### src/rtl/fig450_symbol_tx.sv
// fig450_symbol_tx: transmit-side encoder for the Figure 4.50 Mealy receiver.
// Serialises WIDTH-bit words LSB first, choosing each 2-bit symbol from a
// mirror of the receiver state so that the receiver's Z reproduces the data.
// Optional feature: define PARITY_TX_EN to append an even-parity symbol.
module fig450_symbol_tx #(
  parameter int unsigned WIDTH = 8
) (
  input  logic             CLK,
  input  logic             Reset,
  input  logic [WIDTH-1:0] Din,
  input  logic             Din_valid,
  output logic             Din_ready,
  output logic [2:1]       X,
  output logic             X_valid,
  output logic             Busy
);

  localparam int unsigned CW = $clog2(WIDTH + 1);
`ifdef PARITY_TX_EN
  localparam int unsigned LAST = WIDTH;
`else
  localparam int unsigned LAST = WIDTH - 1;
`endif

  localparam logic [1:0] ST_A = 2'b00;
  localparam logic [1:0] ST_B = 2'b01;
  localparam logic [1:0] ST_C = 2'b10;

  typedef enum logic {IDLE, SEND} state_t;

  // Receiver next-state function, reproduced exactly
  function automatic logic [1:0] rx_next(input logic [1:0] s, input logic [1:0] x);
    case (s)
      ST_A:    rx_next = (x == 2'b00 || x == 2'b11) ? ST_A : ST_B;
      ST_B:    rx_next = (x == 2'b00 || x == 2'b01) ? ST_A : 2'b11;
      ST_C:    rx_next = (x == 2'b10 || x == 2'b11) ? ST_C : ST_A;
      default: rx_next = (x == 2'b00 || x == 2'b11) ? ST_C : ST_B;
    endcase
  endfunction

  // Symbol that makes the receiver emit Z=d from state s
  function automatic logic [1:0] tx_sym(input logic [1:0] s, input logic d);
    case (s)
      ST_A, ST_B: tx_sym = d ? 2'b10 : 2'b00;
      ST_C:       tx_sym = d ? 2'b10 : 2'b01;
      default:    tx_sym = d ? 2'b00 : 2'b10;
    endcase
  endfunction

  state_t           state_q, state_d;
  logic [WIDTH-1:0] sr_q, sr_d;
  logic [CW-1:0]    cnt_q, cnt_d;
  logic [1:0]       s_q, s_d;
  logic [1:0]       x_q, x_d;
  logic             x_valid_q, x_valid_d;
  logic             busy_q, busy_d;
  logic             send_bit, bit_d, last;
`ifdef PARITY_TX_EN
  logic             par_q, par_d;
`endif

  // State, symbol and mirror registers
  always_ff @(posedge CLK or posedge Reset) begin
    if (Reset) begin
      state_q   <= IDLE;
      sr_q      <= '0;
      cnt_q     <= '0;
      s_q       <= ST_A;
      x_q       <= 2'b00;
      x_valid_q <= 1'b0;
      busy_q    <= 1'b0;
`ifdef PARITY_TX_EN
      par_q     <= 1'b0;
`endif
    end else begin
      state_q   <= state_d;
      sr_q      <= sr_d;
      cnt_q     <= cnt_d;
      s_q       <= s_d;
      x_q       <= x_d;
      x_valid_q <= x_valid_d;
      busy_q    <= busy_d;
`ifdef PARITY_TX_EN
      par_q     <= par_d;
`endif
    end
  end

  // Next-state, symbol selection and mirror update
  always_comb begin
    state_d  = state_q;
    sr_d     = sr_q;
    cnt_d    = cnt_q;
    send_bit = 1'b0;
    bit_d    = 1'b0;
`ifdef PARITY_TX_EN
    par_d    = par_q;
`endif
    last      = (state_q == SEND) && (cnt_q == CW'(LAST));
    Din_ready = (state_q == IDLE) || last;

    if (Din_valid && Din_ready) begin
      state_d  = SEND;
      sr_d     = Din;
      cnt_d    = '0;
      send_bit = 1'b1;
      bit_d    = Din[0];
`ifdef PARITY_TX_EN
      par_d    = ^Din;
`endif
    end else if ((state_q == SEND) && !last) begin
      sr_d     = sr_q >> 1;
      cnt_d    = cnt_q + CW'(1);
      send_bit = 1'b1;
`ifdef PARITY_TX_EN
      bit_d    = (cnt_q == CW'(WIDTH - 1)) ? par_q : sr_q[1];
`else
      bit_d    = sr_q[1];
`endif
    end else begin
      state_d  = IDLE;
    end

    // Idle symbol 00 steers the receiver back toward A
    x_d       = send_bit ? tx_sym(s_q, bit_d) : 2'b00;
    x_valid_d = send_bit;
    busy_d    = send_bit;
    s_d       = rx_next(s_q, x_d);
  end

  assign X       = x_q;
  assign X_valid = x_valid_q;
  assign Busy    = busy_q;

endmodule

### config.mk
export PLATFORM = sky130hd
export DESIGN_NAME = fig450_symbol_tx
export DESIGN_NICKNAME = d
export VERILOG_FILES = /design/src/rtl/fig450_symbol_tx.sv
export SDC_FILE = /design/constraint.sdc
export NUM_CORES = 1
export LEC_CHECK = 0
export ABC_AREA = 1
export CORE_MARGIN = 5
export CORE_UTILIZATION = 49
export CTS_BUF_LIST = sky130_fd_sc_hd__clkbuf_4 sky130_fd_sc_hd__clkbuf_8 sky130_fd_sc_hd__clkbuf_16
export DETAILED_ROUTE_END_ITERATION = 8
export PLACE_DENSITY = 0.86
export SYNTH_ARGS = -nofsm -noshare
export SYNTH_HDL_FRONTEND = slang
export SYNTH_SLANG_ARGS = --single-unit
### constraint.sdc
create_clock -name CLK -period 2.2 [get_ports CLK]
set_clock_uncertainty 0.1 [all_clocks]
set_input_delay 0.55 -clock CLK [delete_from_list [all_inputs] [get_ports CLK]]
set_output_delay 0.55 -clock CLK [all_outputs]
set_load 0.02 [all_outputs]
## After elaboration in Yosys (flattened, before gate mapping)

Cells that the tools add are included.

- $add $sub $neg: 1
- $mul: 0
- Div/mod/pow operators: 0
- Magnitude comparators: 0
- Equal/unequal tests: 7
- Shift operators: 0
- Mux-type cells: 20
- Bitwise operators: 1
- Reduce and logical (&&, ||, !) cells: 12

Operator list:

| kind | count |
|---|---|
| 2-to-1 mux 8 bit | 2 |
| 2-to-1 mux 2 bit | 7 |
| 2-to-1 mux 4 bit | 2 |
| 2-to-1 mux 1 bit | 7 |
| equality test 2 bit, second input constant | 3 |
| one-hot mux 2 bit (3 select lines) | 1 |
| adder 4 x 1 -> 4 bit, second input constant | 1 |
| equality test 2 x 1 -> 1 bit, second input constant | 2 |
| equality test 4 x 3 -> 1 bit, second input constant | 1 |
| zero test 2 bit | 2 |
| logical OR 1 bit | 4 |
| one-hot mux 2 bit (2 select lines) | 1 |
| logical AND 1 bit | 3 |
| != test 2 bit, second input constant | 1 |
| nonzero test 2 bit | 1 |
| OR reduction 2 bit | 1 |
| zero test 1 bit | 1 |
| NOT 1 bit | 1 |

- Register bits: 18
- Bits in latches: 0
- Memory bits (writable): 0
- Memory bits (read-only): 0
- Input port bits: 11
- Output and inout port bits: 5
- Memories: 0

## Depth between registers and ports, before layout

Gate-level depths: netlist of the first run.

- Word-level depth: 13
- Gate-level depth with buffers: 12
- Gate-level depth less buffers: 12

## Worst setup path after synthesis of the first run

Ideal clock, no wire load.

- Path type: reg-to-reg
- Start point: register cnt_q[0]
- End point: register s_q[0]
- Library setup time: 95 ps
- Arrival: 1663 ps
- Required time: 2005 ps
- Path slack: 342 ps
- Cell stages (with the launch flop): 10
- Path buffers: 0
- Clock period less this slack: 1858 ps
- Path through: dfrtp_1 -> ha_1 -> nand2_1 -> nand2_2 -> nand2_4 -> nand2_1 -> nand3_1 -> nand3_1 -> ha_1 -> o31ai_1

- Longest elaborated chain between the ends: 13

Ends and longest elaborated chain:

| item | RTL line | text |
|---|---|---|
| start, declared | 52 | `logic [CW-1:0] cnt_q, cnt_d;` |
| start signal, assigned | 78 | `cnt_q <= cnt_d;` |
| equality test 4 x 3 -> 1 bit (*) | 99 | `last = (state_q == SEND) && (cnt_q == CW'(LAST));` |
| logical AND 1 bit (*) | 99 |  |
| zero test 1 bit | 111 | `end else if ((state_q == SEND) && !last) begin` |
| logical AND 1 bit | 111 |  |
| 2-to-1 mux 1 bit | 111 |  |
| 2-to-1 mux 1 bit | 102 | `if (Din_valid && Din_ready) begin` |
| 2-to-1 mux 2 bit, on equally long branches | 45, 44, 46 |  |
| one-hot mux 2 bit (2 select lines) | 43 | `case (s)` |
| 2-to-1 mux 2 bit (*) | 125 | `x_d = send_bit ? tx_sym(s_q, bit_d) : 2'b00;` |
| equality test 2 bit, or another cell as far along | 34, 37 |  |
| logical OR 1 bit, on equally long branches | 34, 37, 35 |  |
| 2-to-1 mux 2 bit, or another cell as far along | 37 | `default: rx_next = (x == 2'b00 \|\| x == 2'b11) ? ST_C : ST_B;` |
| one-hot mux 2 bit (3 select lines) (*) | 33 | `case (s)` |
| named net s_d[0] | 53 | `logic [1:0] s_q, s_d;` |
| end signal, assigned | 68 | `s_q <= ST_A;` |
| end signal, assigned | 79 | `s_q <= s_d;` |
| end, declared | 53 |  |

Mark *: on every way through the listed nets, which the timed path passes. The rest lies on a longest branch.
A chain may end at the register's enable or synchronous reset.

## Worst setup path in the final report of the first run

- Start point: register cnt_q[0]
- End point: register s_q[0]

RTL lines:

| item | RTL line | text |
|---|---|---|
| equality test 4 x 3 -> 1 bit (*) | 99 |  |
| logical AND 1 bit (*) | 99 |  |
| zero test 1 bit | 111 |  |
| logical AND 1 bit | 111 |  |
| 2-to-1 mux 1 bit | 111 |  |
| 2-to-1 mux 1 bit (*) | 102 |  |
| named net busy_d | 56 | `logic busy_q, busy_d;` |
| 2-to-1 mux 2 bit (*) | 125 |  |
| equality test 2 bit, or another cell as far along | 34, 37 |  |
| logical OR 1 bit, on equally long branches | 34, 37, 35 |  |
| 2-to-1 mux 2 bit, or another cell as far along | 37 |  |
| one-hot mux 2 bit (3 select lines) (*) | 33 |  |
| named net s_d[0] | 53 |  |

Marks and branches as above.

==> results of run 1 <==
[tightest hold or removal path, delay by kind of cell (launching register included)]
| kind | cells | cell delay [ns] |
|---|---|---|
| and+or+nand+nor | 2 | 0.13 |
| DFF | 1 | 0.36 |
[sequential cells by signal, indices dropped and copies added (netlist names)]
| signal | flops |
|---|---|
| cnt_q | 4 |
| Busy | 1 |
| X | 2 |
| state_q | 1 |
| s_q | 2 |
| sr_q | 7 |
[cells by family (layout without fill, tap and decap cells)]
group | count (synthesis) | after routing
AOI/OAI and AO/OA | 7 | 7
adders and majority gates | 5 | 5
buffers and inverters | 12 | 34
DFF | 17 | 17
and+or+nand+nor | 53 | 53
[how the worst max path moves through the flow]
| stage | endpoint | slack [ns] | cells after the start |
|---|---|---|---|
| 2_1_floorplan | s_q[0] | 0.34 | 9 |
| 3_3_place_gp | s_q[0] | -0.02 | 6 |
| 3_5_place_dp | s_q[0] | -0.18 | 6 |
| 4_1_cts | Din_ready | 0.001 | 6 |
| 5_1_grt | s_q[0] | -0.03 | 13 |
| 6_report | s_q[0] | 0.11 | 13 |
[stage by stage]
stage / setup WS (ns) / utilization (%) / cells / hold WS [ns] / TNS [ns]
6_report: 0.1109 / 68.78 / 132 / 0.4060 / 0
5_1_grt: -0.02881 / 68.78 / 132 / 0.4369 / -0.04347
4_1_cts: 0.001120 / 67.50 / 132 / 0.4095 / 0
3_5_place_dp: -0.1807 / 65.41 / 128 / 0.3838 / -0.2318
3_3_place_gp: -0.01968 / 65.41 / 128 / 0.3681 / -0.02044
2_1_floorplan: 0.3415 / - / 94 / 0.3524 / 0
[what timing repair did]
item                       in CTS  in global routing
resized for setup               3                  8
pin swaps                       0                  1
setup endpoints to repair       2                  3
[cell type report]
type / instances / area, µm² / area share [%]
clock buffers: 3 / 22.52 / 2.100
flip-flops and latches: 17 / 425.4 / 39.67
repair buffers: 20 / 190.2 / 17.74
well taps: 16 / 20.02 / 1.867
multi-input cells: 65 / 371.6 / 34.66
inverters: 10 / 37.54 / 3.501
clock inverters: 1 / 5.005 / 0.4667
[power by group through the flow]
stage               clock (mW)  combinational [mW]  sequential, mW
floorplan                    0               0.346           0.494
global placement             0               0.516           0.482
detailed placement           0               0.550           0.487
CTS                      0.176               0.562           0.481
global route             0.194               0.679           0.497
finish                   0.173               0.603           0.482
[per-layer routing]
metal  vias up  GRT usage (%)  wire (µm)
met5         -              0          0
met2        15          27.04        926
li1        343              -          -
met1       313          17.01        722
met4         0          8.072         38
met3         2          3.488         64
[synthesized netlist by cell type]
cell / instances / area [µm²]
buf_4: 1 / 7.510
nor2_1: 8 / 30.03
nand2_4: 1 / 11.26
nor2_2: 1 / 6.260
nor2_4: 1 / 11.26
nand2_1: 29 / 108.9
o31ai_1: 1 / 7.510
nand3_1: 9 / 45.04
o211ai_2: 1 / 12.51
nor3_1: 1 / 5.000
buf_6: 1 / 11.26
inv_1: 10 / 37.54
dfrtp_1: 17 / 425.4
ha_1: 5 / 62.56
nand4_1: 2 / 12.51
o21ai_0: 4 / 20.02
nand2_2: 1 / 6.260
a22o_2: 1 / 10.01
==> flow_summary.rst, run 1 <==
.. list-table::
   :header-rows: 1

   * - Metric
     - Value
   * - Number of standard-cell rows in the floorplan
     - 14
   * - Cell internal pwr
     - around 0.76 mW
   * - Maximum clock rate
     - roughly 0.48 GHz
   * - Synthesized Nets
     - 110
   * - Share of cell area taken by muxes after synthesis
     - 0%
   * - Family with the most delay on the worst path
     - simple AND/OR/NAND/NOR gates
   * - Antenna violations before repair
     - 0
   * - Cts bufs inserted
     - 3
   * - Period utilization
     - 94.96%
   * - Number of unique standard cell types used by synthesis
     - 18
   * - Share of layout cells above drive strength 1
     - between 10% and 20%
   * - Root buffer cell
     - clkbuf_4
   * - RR Startpoint
     - cnt_q[0]
   * - Count of antenna-violating nets left after detailed routing
     - 0
   * - Required time of the critical path
     - about 2.3 ns
   * - Yosys warning count
     - 0
   * - Overall die area
     - about 0.0026 mm²
   * - CTS H-tree lvls
     - 1
   * - Clock transition at the registers of the reported paths
     - approximately 0.1 ns
   * - Share of synthesized cell area in and, or, nand and nor gates
     - between 20 and 30%
   * - RR Endpoint
     - s_q[0]
   * - Clock share of power
     - between 10% and 20%
   * - Initial core utilization
     - around 53%
   * - Hold path depth
     - 2
   * - Worst setup path startpoint
     - cnt_q[0]
   * - Gate count after technology mapping
     - between 90 and 100
   * - Post-synthesis average cell area
     - 8.838 µm²
   * - Max FO, Critical Path
     - 9
   * - Total placed instance area
     - 0.001020 mm²
   * - Number of iterations in the first detailed-routing pass
     - 4
   * - Gr usage total
     - between 10% and 20%
   * - Slew margin rel.
     - 58.26%
   * - Input/output buffers
     - 15
   * - Slowest Stage Delay on Critical Path
     - 0.40 ns
   * - Xor-xnor portion of the synthesized cell area
     - 0%
   * - Sequential share of power
     - between 30% and 40%
   * - Data arrival at the endpoint of the critical path
     - 2.21 ns
   * - Seq cells post-synth
     - 17
   * - Cell breakdown of the critical path
     - ha_1 > nand2_1 > nand2_2 > nand2_4 > buf_8 > nor2_4 > inv_2 > nand4_1 > buf_4 > ha_1 > nor2_1 > nand2_1 > o31ai_2
   * - Critical path launch point type
     - flop
   * - Die width
     - around 50 µm
   * - Power density over cell area
     - around 1200 mW/mm²
   * - Most frequent standard cell in the layout excluding fill and tap cells
     - nand2_1
   * - DRC errors left
     - 0
   * - Max Transition Viols Final
     - 0
   * - Largest net degree at the start of global routing
     - 18
   * - Number of global-route vias before repair
     - a little over 700
   * - Overflow left after global routing
     - 0
   * - Netlist Area Pre-Place
     - approximately 830 µm²
   * - Combinational family with the most area after synthesis
     - simple AND/OR/NAND/NOR gates
   * - CP bufs+invs
     - 3
   * - CTS sink count
     - 17
   * - Fill cell total of the finished layout
     - 120
   * - Overall via count from detail_route
     - 673
   * - Average routed wire per standard cell
     - between 10 and 15 µm
   * - Half-perimeter wire length after detailed placement
     - 1310 µm
   * - Clock insertion delay at the later pin of the skew report
     - just over 0.3 ns
   * - Last weighted congestion value of the routability-driven placer
     - 0.8171
   * - Final standard cell area without fillers
     - approximately 0.0011 mm²
   * - Final setup violation count
     - 0
   * - Ports
     - 16
   * - Total number of nets in the final design
     - about 130
   * - Worst path slowest cell
     - dfrtp_1
   * - Global-route wire length before repair
     - just under 3000 µm
   * - Core footprint
     - between 0.0015 and 0.002 mm²
   * - Hold-fix buffers at CTS
     - 0
   * - Antenna diode instance count
     - 0
   * - Type of the most critical hold path
     - flop to flop
   * - Overall routed net length
     - between 1500 and 2000 µm
   * - Switching share of power
     - roughly two fifths
   * - Static leakage
     - roughly 0.54 nW
   * - Routed via count divided by cell count
     - 5.098
   * - Critical Path End Type
     - flop
   * - Hold worst-path end
     - sr_q[3]
   * - Depth of the worst register-to-register path
     - 13
   * - Shortest clock period the worst path allows after layout
     - about 2.1 ns
   * - Area overhead of the layout relative to synthesis
     - 29.07%
   * - Fraction of power consumed by combinational cells
     - 47.9%
   * - Switching power summed over all nets
     - roughly 0.5 mW
   * - Post-CTS repair timing setup buffer count
     - 0
   * - Total count of hold-check failures in the final report
     - 0
   * - Adder and majority cell fraction of the synthesized area
     - 7.530%
   * - Setup CP Type
     - flop to flop
   * - Commonest non-fill, non-tap cells in the layout
     - 29 x nand2_1, 17 x dfrtp_1, 14 x clkdlybuf4s50_1
   * - Compound-cell area share of the yosys netlist
     - under 10%
   * - Setup slack of the worst register-to-register path
     - ~0.11 ns
   * - Clk buf depth
     - 2
   * - Outcome
     - complete, no violations
   * - Startpoint of the lowest-slack hold path
     - sr_q[4]
   * - TritonCTS clock tree
     - done
   * - Sequential cell area fraction in the yosys report
     - about half
   * - Max-cap violations
     - 0
   * - Peak supply drop
     - 586.5 µV
   * - Violation count after the first detailed-routing iteration
     - 6
   * - PnR Total Power
     - ~1.3 mW
   * - Chip Height
     - 51.18 µm
   * - Actual transition at the worst max-transition pin
     - between 0.6 and 0.7 ns
No activity file was read; power rests on OpenSTA's default activity.
==> run 2, diff against run 1 <==
--- a/config.mk
+++ b/config.mk
@@ -7,10 +7,10 @@
 export LEC_CHECK = 0
 export ABC_AREA = 1
 export CORE_MARGIN = 5
-export CORE_UTILIZATION = 49
+export CORE_UTILIZATION = 44
 export CTS_BUF_LIST = sky130_fd_sc_hd__clkbuf_4 sky130_fd_sc_hd__clkbuf_8 sky130_fd_sc_hd__clkbuf_16
 export DETAILED_ROUTE_END_ITERATION = 8
-export PLACE_DENSITY = 0.86
+export PLACE_DENSITY = 0.82
 export SYNTH_ARGS = -nofsm -noshare
 export SYNTH_HDL_FRONTEND = slang
 export SYNTH_SLANG_ARGS = --single-unit
==> constraint.sdc (replaced) <==
create_clock -name CLK -period 1.7 [get_ports CLK]
set_clock_uncertainty 0.1 [all_clocks]
set_input_delay 0.425 -clock CLK [delete_from_list [all_inputs] [get_ports CLK]]
set_output_delay 0.425 -clock CLK [all_outputs]
set_load 0.02 [all_outputs]
==> flow_summary.rst, run 2 (synthesis results as in run 1) <==
.. list-table::
   :header-rows: 1

   * - Metric
     - Value
   * - Outcome
     - finished, violations left
   * - Violated checks
     - setup timing
   * - Depth of the worst register-to-register path
     - 10
   * - Type of the most critical hold path
     - primary input to asynchronous set/reset pin
   * - Multi-input gate area in the final layout
     - approximately 430 µm²
   * - Hold-fix buffers at CTS
     - 0
   * - Average routed wire per standard cell
     - between 10 and 15 µm
   * - Overall die area
     - between 0.002 and 0.003 mm²
   * - Shortest clock period the worst path allows after layout
     - 1.919 ns
   * - Total number of nets in the final design
     - roughly 150
   * - Number of standard-cell rows in the floorplan
     - 15
   * - Antenna violations before repair
     - 0
   * - Commonest non-fill, non-tap cells in the layout
     - 25 x nand2_1, 17 x dfrtp_1, 17 x buf_4, 10 x clkdlybuf4s50_1
   * - Top register by number of flip-flops
     - sr_q
   * - DRC errors left
     - 0
   * - Max-cap violations
     - 0
   * - Data arrival at the endpoint of the critical path
     - about 2 ns
   * - Initial core utilization
     - 47.09%
   * - Antenna diode instance count
     - 0
   * - Required time of the critical path
     - roughly 1.8 ns
   * - Most frequent standard cell in the layout excluding fill and tap cells
     - nand2_1
   * - Register Area
     - approximately 430 µm²
   * - Count of antenna-violating nets left after detailed routing
     - 0
   * - Total count of hold-check failures in the final report
     - 0
   * - Setup slack of the worst register-to-register path
     - -0.22 ns
   * - Static leakage
     - between 0.6 and 0.7 nW
   * - CTS sink count
     - 17
   * - Gr usage total
     - between 15 and 20%
   * - Setup CP Type
     - flop to flop
   * - CTS H-tree lvls
     - 1
   * - Maximum clock rate
     - roughly 0.52 GHz
   * - Clk buf depth
     - 2
   * - Global-route wire length before repair
     - 3256 µm
   * - RR Startpoint
     - cnt_q[0]
   * - Number of iterations in the first detailed-routing pass
     - 4
   * - Ports
     - 16
   * - Max FO, Critical Path
     - 3
   * - Chip Height
     - about 53 µm
   * - Overall routed net length
     - 1843 µm
   * - Largest registers
     - sr_q x7, cnt_q x4
   * - Number of global-route vias before repair
     - 790
   * - Period utilization
     - 112.9%
   * - Core footprint
     - roughly 0.0018 mm²
   * - Violation count after the first detailed-routing iteration
     - 11
   * - Critical path launch point type
     - flop
   * - Final core utilization
     - 72.27%
   * - Fill cell total of the finished layout
     - 146
   * - Peak supply drop
     - roughly 840 µV
   * - Slew margin rel.
     - just over 80%
   * - Routed via count divided by cell count
     - approximately 4.8
   * - TritonCTS clock tree
     - done
   * - Critical Path End Type
     - flop
   * - Share of layout cells above drive strength 1
     - roughly 37%
   * - Actual transition at the worst max-transition pin
     - 0.2917 ns
   * - Max Transition Viols Final
     - 0
   * - Die width
     - ~53 µm
   * - PnR Total Power
     - ~1.9 mW
   * - Largest net degree at the start of global routing
     - 18
   * - Unrepaired setup endpoints after global routing
     - true
   * - Half-perimeter wire length after detailed placement
     - 1351 µm
   * - Overflow left after global routing
     - 0
   * - Clock insertion delay at the later pin of the skew report
     - about 0.28 ns
   * - Final setup violation count
     - 3
   * - Cts bufs inserted
     - 3
   * - Final setup margin
     - -0.2186 ns
   * - Root buffer cell
     - clkbuf_4
   * - Last weighted congestion value of the routability-driven placer
     - around 0.85
   * - Clock transition at the registers of the reported paths
     - about 0.1 ns
   * - Overall via count from detail_route
     - between 700 and 800
   * - Input/output buffers
     - 15
   * - RR Endpoint
     - s_q[0]
   * - Number of flip-flops in the largest register
     - 7
   * - Area overhead of the layout relative to synthesis
     - 53.46%
   * - Power density over cell area
     - between 1000 and 1500 mW/mm²
==> run 2: cell count changes in the layout (fill, tap and decap cells not counted), sizes merged <==
cell,delta
dlygate4sd2,+4
clkbuf,-1
clkdlybuf4s50,-4
buf,+17
==> run 2: how the worst max path moves through the flow <==
stage              to  slack [ns]  startpoint
2_1_floorplan  s_q[0]       -0.08    cnt_q[0]
3_3_place_gp   s_q[0]       -0.35   Din_valid
3_5_place_dp   s_q[0]       -0.42   Din_valid
4_1_cts        s_q[0]       -0.19    cnt_q[1]
5_1_grt        s_q[1]       -0.30    cnt_q[0]
6_report       s_q[0]       -0.22    cnt_q[0]
==> run 2: report_power, final <==
group | leakage (nW) | switching, mW | total, mW | internal [mW]
registers | 0.215 | 0.0759 | 0.621 | 0.546
clock network | 0.0177 | 0.121 | 0.208 | 0.0871
logic | 0.389 | 0.529 | 1.08 | 0.547
==> run 2: area by class of cell <==
cell class                      instances  share of cell area [%]
Clock inverter                          1                  0.3925
Tap cell                               25                   2.453
Multi-Input combinational cell         65                   34.05
Timing Repair Buffer                   36                   25.02
Inverter                               10                   2.944
Clock buffer                            3                   1.766
Sequential cell                        17                   33.37
==> run 2: worst max-delay path, cell delays in order (launching register included) <==
cell     delay, ns
dfrtp_1       0.40
ha_2          0.20
nand2_2       0.07
nand2_4       0.06
buf_4         0.14
nand4_1       0.10
nand2_1       0.08
nand2_2       0.07
nand3_2       0.14
ha_4          0.25
o31ai_2       0.24
==> run 2: timing repair <==
action,4_1_cts,5_1_grt
cloned,0,0
pin swaps,10,6
gates resized for setup,22,12
endpoints found under the setup margin,7,6
setup buffers,4,2
endpoints found under the hold margin,0,0
==> run 2: metal layers <==
| layer | global-route usage [%] | wire length (µm) | vias up |
|---|---|---|---|
| li1 | - | - | 374 |
| met1 | 16.29 | 733 | 353 |
| met2 | 31.43 | 1036 | 16 |
| met3 | 2.535 | 56 | 4 |
| met4 | 4.681 | 17 | 0 |
| met5 | 0 | 0 | - |
==> run 2: stage by stage <==
| step | TNS [ns] | setup slack [ns] | area [µm²] | hold slack [ns] | cells |
|---|---|---|---|---|---|
| after floorplan | -0.1486 | -0.07927 | 835.8 | 0.2511 | 94 |
| after global placement | -0.9354 | -0.3508 | 1119 | 0.3699 | 148 |
| after detailed placement | -1.222 | -0.4247 | 1119 | 0.3796 | 148 |
| after CTS | -0.4755 | -0.1881 | 1224 | 0.3528 | 156 |
| after global routing | -0.7566 | -0.3050 | 1275 | 0.3829 | 157 |
| final | -0.4929 | -0.2186 | 1275 | 0.3630 | 157 |
==> run 3, diff against run 2 <==
--- a/config.mk
+++ b/config.mk
@@ -11,6 +11,7 @@
 export CTS_BUF_LIST = sky130_fd_sc_hd__clkbuf_4 sky130_fd_sc_hd__clkbuf_8 sky130_fd_sc_hd__clkbuf_16
 export DETAILED_ROUTE_END_ITERATION = 8
 export PLACE_DENSITY = 0.82
+export SLEW_MARGIN = 10
 export SYNTH_ARGS = -nofsm -noshare
 export SYNTH_HDL_FRONTEND = slang
 export SYNTH_SLANG_ARGS = --single-unit
==> results of run 3 <==
Final layout, timing and power as in run 2 (identical DEF).
